`config.mk`:
```
export PLATFORM = sky130hd
export DESIGN_NAME = div_issue_ctrl
export DESIGN_NICKNAME = d
export VERILOG_FILES = /design/src/rtl/div_pkg.sv /design/src/rtl/div_issue_ctrl_cycle_counter.sv /design/src/rtl/div_issue_ctrl.sv
export SDC_FILE = /design/constraint.sdc
export NUM_CORES = 1
export LEC_CHECK = 0
export CORE_MARGIN = 3
export CORE_UTILIZATION = 40
export CTS_CLUSTER_SIZE = 8
export DETAILED_ROUTE_END_ITERATION = 8
export GPL_TIMING_DRIVEN = 0
export MAX_ROUTING_LAYER = met4
export PLACE_DENSITY = 0.87
export RECOVER_POWER = 100
export SYNTH_ARGS = -nofsm -noshare
export SYNTH_HDL_FRONTEND = slang
export SYNTH_SLANG_ARGS = --single-unit
```
`constraint.sdc`:
```
create_clock -name clk -period 2.4 [get_ports clk]
set_input_delay 0.72 -clock clk [delete_from_list [all_inputs] [get_ports clk]]
set_output_delay 0.72 -clock clk [all_outputs]
set_load 0.05 [all_outputs]
```
`src/rtl/div_pkg.sv`:
```
// Shared types and default widths for the divide/modulo issue sequencer.
// The captured-op struct is sized by the package defaults.
package div_pkg;

  localparam int DIV_WIDTH = 32;
  localparam int DIV_REG_W = 4;

  typedef enum logic [1:0] {
    IDLE,
    WAIT,
    DONE
  } state_t;

  typedef struct packed {
    logic [DIV_WIDTH-1:0] a;
    logic [DIV_WIDTH-1:0] b;
    logic                 is_div;
    logic                 is_mod;
    logic [DIV_REG_W-1:0] rd;
    logic                 dbz;
  } op_t;

endpackage

```
`src/rtl/div_issue_ctrl_cycle_counter.sv`:
```
// Loadable down-counter with a zero flag.
// It is used to time the divider's multicycle window.
module cycle_counter #(
  parameter int W = 3
) (
  input  logic         clk,
  input  logic         rst,
  input  logic         load,
  input  logic [W-1:0] load_value,
  input  logic         dec,
  output logic         zero
);

  logic [W-1:0] count;

  always_ff @(posedge clk) begin
    if (rst) begin
      count <= '0;
    end else if (load) begin
      count <= load_value;
    end else if (dec && count != '0) begin
      count <= count - W'(1);
    end
  end

  assign zero = (count == '0);

endmodule

```
`src/rtl/div_issue_ctrl.sv`:
```
// Execute-stage sequencer for div/mod instructions. It holds operands on the
// shared combinational divider for DIV_CYCLES cycles, then registers the result.
module div_issue_ctrl
  import div_pkg::*;
#(
  parameter int WIDTH      = DIV_WIDTH,
  parameter int DIV_CYCLES = 4,
  parameter int REG_W      = DIV_REG_W
) (
  input  logic             clk,
  input  logic             rst,
  input  logic             in_valid,
  output logic             in_ready,
  input  logic [WIDTH-1:0] in_a,
  input  logic [WIDTH-1:0] in_b,
  input  logic             in_is_div,
  input  logic             in_is_mod,
  input  logic [REG_W-1:0] in_rd,
  input  logic             flush,
  output logic [WIDTH-1:0] div_a,
  output logic [WIDTH-1:0] div_b,
  output logic             div_is_div,
  output logic             div_is_mod,
  input  logic [WIDTH-1:0] div_result,
  output logic             out_valid,
  input  logic             out_ready,
  output logic [WIDTH-1:0] out_result,
  output logic [REG_W-1:0] out_rd,
  output logic             out_div_by_zero,
  output logic             busy
);

  localparam int            CW       = $clog2(DIV_CYCLES) + 1;
  localparam logic [CW-1:0] LOAD_VAL = CW'(DIV_CYCLES - 1);

  state_t state, state_next;
  op_t    op_q;
  logic   cnt_zero;
  logic   accept;
  logic   capture;
  logic   handshake;

  assign in_ready  = !rst && (state == IDLE || (state == DONE && out_ready));
  assign accept    = in_valid && in_ready && !flush;
  assign capture   = (state == WAIT) && cnt_zero && !flush;
  assign handshake = (state == DONE) && out_ready;

  cycle_counter #(.W(CW)) u_counter (
    .clk        (clk),
    .rst        (rst),
    .load       (accept),
    .load_value (LOAD_VAL),
    .dec        (state == WAIT && !cnt_zero),
    .zero       (cnt_zero)
  );

  always_comb begin
    state_next = state;
    if (flush) begin
      state_next = IDLE;
    end else begin
      unique case (state)
        IDLE: if (accept) state_next = WAIT;
        WAIT: if (cnt_zero) state_next = DONE;
        DONE: if (out_ready) state_next = accept ? WAIT : IDLE;
        default: state_next = IDLE;
      endcase
    end
  end

  // Operand registers feed the divider directly; flush leaves them untouched.
  always_ff @(posedge clk) begin
    if (rst) begin
      state <= IDLE;
      op_q  <= '0;
    end else begin
      state <= state_next;
      if (accept) begin
        op_q.a      <= in_a;
        op_q.b      <= in_b;
        op_q.is_div <= in_is_div;
        op_q.is_mod <= in_is_mod;
        op_q.rd     <= in_rd;
        op_q.dbz    <= (in_b == '0);
      end
    end
  end

  always_ff @(posedge clk) begin
    if (rst) begin
      out_valid       <= 1'b0;
      out_result      <= '0;
      out_rd          <= '0;
      out_div_by_zero <= 1'b0;
    end else if (capture) begin
      out_valid       <= 1'b1;
      out_result      <= div_result;
      out_rd          <= op_q.rd;
      out_div_by_zero <= op_q.dbz;
    end else if (flush || handshake) begin
      out_valid <= 1'b0;
    end
  end

  assign div_a      = op_q.a;
  assign div_b      = op_q.b;
  assign div_is_div = op_q.is_div;
  assign div_is_mod = op_q.is_mod;
  assign busy       = (state != IDLE);

endmodule
```
* Word level (Yosys, flattened, before mapping)
Cells that the tools add are included.
** Cells by class
- Reduce and logical (&&, ||, !) cells :: 23
- Equality and inequality tests :: 5
- Mux-type cells :: 9
- Add/subtract/negate cells :: 1
** Operators by type and width (number)
- 32-bit zero test :: 1
- 2-bit two-way mux :: 5
- 1-bit logical AND :: 8
- 2-bit != test (second input constant) :: 3
- 2-bit case mux with 3 select lines :: 1
- 2-bit nonzero test :: 3
- 2-bit OR reduction :: 2
- 1-bit zero test :: 3
- 3-bit zero test :: 1
- 1-bit two-way mux :: 3
- 3-bit AND reduction :: 1
- 3-bit nonzero test :: 1
- 3-bit by 1-bit subtractor with 3-bit output (second input constant) :: 1
- 2-bit by 1-bit == test with 1-bit output (second input constant) :: 1
- 2-bit == test (second input constant) :: 1
- 2-bit zero test :: 1
- 1-bit logical OR :: 2
** Word-level totals
- Input bits :: 107
- Flip-flop bits (word level) :: 114
- Logic and storage cells :: 51
- Output and inout port bits :: 106

* Depth between registers and ports, before layout
- Word-level depth :: 9
- Depth in mapped cells :: 8
- Mapped depth without buffers :: 6

* By module
From an unflattened synthesis, not the netlist that was laid out.
** Second synthesis, totals
- Cell total of the unflattened synthesis :: 587
- Area total of the unflattened synthesis :: 4645.7 sq um
** Modules (own cells, without submodules)
- div_issue_ctrl :: cells each 566, times used 1, sequential area each 2222.1 sq um, area each 4463.0 sq um
- cycle_counter :: cells each 21, times used 1, sequential area each 60.1 sq um, area each 182.7 sq um

* Worst setup path after synthesis
OpenSTA, ideal clock, no wires.
- Path type :: input to output
- Start point :: input rst
- End point :: output in_ready
- Data arrival time :: 2197 ps
- Buffers on the path :: 2
- Data required time :: 1680 ps
- Stages on the path :: 3
- Setup slack :: -517 ps
- Cell sequence :: clkbuf_1 > clkbuf_1 > nor3_1
** On the way
- Longest elaborated chain between the ends :: 2
** Ends and longest elaborated chain
- from (decl) :: RTL line div_issue_ctrl.sv:11 : input logic rst,
- 1-bit zero test :: RTL line div_issue_ctrl.sv:43 : assign in_ready = !rst && (state == IDLE || (state == DONE && out_ready));
- 1-bit logical AND :: RTL line div_issue_ctrl.sv:43
- to (decl) :: RTL line div_issue_ctrl.sv:13 : output logic in_ready,
No other way between the ends.

* Worst setup path in the final report
- Start point :: register op_q (netlist bit div_b[24])
- End point :: output div_b[24]
** RTL lines
- from (decl) :: RTL line div_issue_ctrl.sv:37 : op_t op_q;
- to (decl) :: RTL line div_issue_ctrl.sv:21 : output logic [WIDTH-1:0] div_b,
No word-level cell between the ends.

==> results_dict.tcl <==
set metrics [dict create \
    run_status "finished, final reports clean" \
    vdd_drop_max_mv 0.3838 \
    avgViaCountPerCell 4.728 \
    top_achievable_clock_speed_mhz 422.7 \
    layout.nets 924 \
    rows 38 \
    rr_startpoint "u_counter.count[0]" \
    finalSetupViolCount 0 \
    adder_and_majority_cell_fraction_of_the_synthesized_area_pct 0.5372 \
    place.gp.congestion 0.8167 \
    critical_path.endpoint_type "output pin" \
    io_buffer_count 211 \
    cp_top_family "buffers and inverters" \
    yosysTopAreaCell "sky130_fd_sc_hd__dfxtp_1" \
    slew_viol_final 0 \
    clockBufferDepth 2 \
    worstPathArrival_ns 1.65 \
    area.growth.synth_to_final_pct 58.42 \
    yosys_register_bits 114 \
    die_height_um 113.9 \
    core-area_um2 11130 \
    leakage_nw 2.860 \
    largest_net_degree_at_the_start_of_global_routing 17 \
    fin_worst_skew_ns 0.007723 \
    holdCritPathClass "reg -> reg" \
    rr_worst_depth 8 \
    detailed_place_hpwl_um 10110 \
    die_x_um 113.9 \
    report.final.hold_viol_count 0 \
    r2r_end "out_result[11]" \
    clkSlewWorstSetupHoldPaths_ns 0.05 \
    final_period_minus_worst_setup_slack_ns 2.366 \
    synth_edf_count 0 \
    grtUsageTotal_pct 21.54 \
    hold_end "out_result[9]" \
    syn_area_um2 4658 \
    route.detailed.wl_per_inst_um 14.44 \
    synth_top_family_by_area "simple AND/OR/NAND/NOR gates" \
    setup_total_negative_slack_ns 0 \
    antenna_violations_before_repair 0 \
    vias 4577 \
    synthMostInstantiatedCell "sky130_fd_sc_hd__nand2_1" \
    syn_area_per_cell_um2 7.963 \
    drt-initial-drc-count 236 \
    maxCapViolCount 0 \
    cts_setup_buffers 0 \
    finalCoreUtilization_pct 66.33 \
    cts_hold_repair.buffers 0 \
    netlist.area_leader.share_pct 48.99 \
    critical_path.cell_chain "clkbuf_4 -> clkdlybuf4s50_1" \
    required_ns 1.68 \
    nFillCells 973 \
    yosys.area_share.xor_xnor_pct 0.1880 \
    postPlaceCellArea_um2 6957 \
    grt.overflow.total 0 \
    design_power_total_mw 5.292 \
    rsz0062_at_grt "false" \
    grt_first_pass_wirelength_um 21450 \
    syn-instance-count 585 \
    critPathKind "reg -> out" \
    slowest_delay_ns 0.80 \
    drt-pass1-iter-count 4 \
    tritoncts_num_sinks 114 \
    synth-async-reset-ratio_pct 0 \
    worst_hold_startpoint "out_result[9]" \
    preCtsSetupSlack_ns -0.7295 \
    path_max_fanout 2 \
    synth.top_cells.by_area "sky130_fd_sc_hd__dfxtp_1 49%, sky130_fd_sc_hd__nand2_1 17%, sky130_fd_sc_hd__a21oi_1 12%" \
    insertedDiodeCount 0 \
    drc 0 \
    period_share_pct 98.58 \
    synth_ff_type "sky130_fd_sc_hd__dfxtp_1" \
    path_depth 2 \
    cts_root_buf "sky130_fd_sc_hd__clkbuf_16" \
    yosys-mux-area-fraction_pct 0.2149 \
    slew_headroom_pct 56.73 \
    start_kind "flop" \
    post_route_cells_drive_above_1_share_pct 14.86 \
    fin_worst_hold_slack_ns 0.4481 \
    clkLatencyLatePin_ns 0.40 \
    synthDistinctLibCells 29 \
    layout.cells.non_filler 968 \
    design_area_final_um2 7380 \
    io_pins 213 \
    slowest_stage "sky130_fd_sc_hd__clkdlybuf4s50_1" \
    worst_pin_slew_ns 0.6491 \
    synth_seq_area_share_pct 48.99 \
    layout_setup_ws_ns 0.03400 \
    route.antenna.remaining_nets 0 \
    floorplan.initialDensity_pct 41.87 \
    netlist_top_cells_count "215 x sky130_fd_sc_hd__nand2_1, 114 x sky130_fd_sc_hd__dfxtp_1, 111 x sky130_fd_sc_hd__a21oi_1" \
    setup.reg_to_reg.worst_slack_ns 0.41 \
    critical_path_buf_inv_count 2 \
    via_count_of_the_first_global_routing_pass 4509 \
    dieArea_um2 12980 \
    drt-total-wl_um 13980 \
    synth_compound_area_share_pct 12.73 \
    tritoncts.num_buffers 17 \
    hold_path_depth 2 \
    syn-num-nets 694 \
    power_density_nw_per_um2 717.1 \
    htreeDepth 4 \
    ys_warn_count 0 \
    cts_tree "done" \
    post-place-cells 936 \
    yosys.area_share.simple_pct 21.86 \
]
-- how the worst max path moves through the flow --
stage	from	to	slack (ns)
after detailed placement	rst	in_ready	-0.73
after global routing	div_b[16]	div_b[16]	0.0007
final	div_b[24]	div_b[24]	0.03
after floorplan	rst	in_ready	0.09
after CTS	out_ready	in_ready	0.001
after global placement	rst	in_ready	-0.73
-- state kept, by name, summed over array words and instances (netlist names), 2 cells and up --
signal           cells
state                2
out_result          32
div_b               32
u_counter.count      3
out_rd               4
op_q                 5
div_a               32
-- tightest hold or removal path, stage by stage, from the launching register on --
cell	delay (ns)
sky130_fd_sc_hd__dfxtp_1	0.30
sky130_fd_sc_hd__nand2_1	0.05
sky130_fd_sc_hd__a21oi_1	0.05
-- area by class of cell --
class / count / area (um^2) / share of cell area, %
tap: 140 / 175.2 / 2.374
clock buffer: 23 / 488.0 / 6.612
multi-input combinational: 369 / 1667 / 22.58
buffer: 100 / 676.9 / 9.173
sequential: 114 / 2282 / 30.93
inverter: 2 / 7.507 / 0.1017
timing repair buffer: 211 / 1956 / 26.50
clock inverter: 9 / 127.6 / 1.729
-- timing repair --
| action | CTS | global route |
|---|---|---|
| gates resized for setup | 11 | 27 |
| cloned | 0 | 0 |
| endpoints found under the setup margin | 2 | 27 |
| hold endpoints to repair | 0 | 0 |
-- layout by cell type, fill, tap and decap left out, drive strengths merged --
cell	synthesis	layout
nand3	3	3
clkinv	0	3
or2	1	1
a2bb2oi	2	2
clkbuf	13	77
nor2	4	4
buf	87	72
a22oi	1	1
nand3b	1	1
inv	2	2
ha	2	2
or4b	1	1
nand4	1	1
nor4	7	7
dfxtp	114	114
nor2b	4	4
clkinvlp	0	3
mux2i	1	1
clkdlybuf4s15	0	1
bufinv	0	3
a21oi	111	111
nand2b	3	3
nor4b	1	1
xnor2	1	1
dlymetal6s2s	0	1
o21ai	1	1
nor3	7	7
nand2	215	215
dlygate4sd3	0	23
clkdlybuf4s50	0	160
or3	1	1
o31ai	1	1
-- cells by family (layout without fill, tap and decap cells) --
logic type | count (synthesis) | count (layout)
XOR/XNOR | 1 | 1
adder cells (fa/ha/maj) | 2 | 2
AO/OA/AOI/OAI | 116 | 116
multiplexers | 1 | 1
flip-flops | 114 | 114
AND/OR/NAND/NOR | 249 | 249
buffers and inverters | 102 | 345
-- routing by layer --
| metal | wire length (um) | global-route usage, % | vias up |
|---|---|---|---|
| met4 | 403 | 9.264 | 0 |
| met5 | 0 | - | - |
| li1 | - | - | 2295 |
| met3 | 848 | 5.729 | 32 |
| met2 | 6980 | 36.12 | 171 |
| met1 | 5741 | 24.24 | 2079 |
-- power by group --
part	switching [mW]	leakage (nW)	internal [mW]	total, mW
Sequential	0.0313	0.924	1.95	1.98
Clock	0.844	0.295	1.74	2.58
Combinational	0.401	1.64	0.325	0.727
Note: power is estimated with default switching activity, not from simulation.
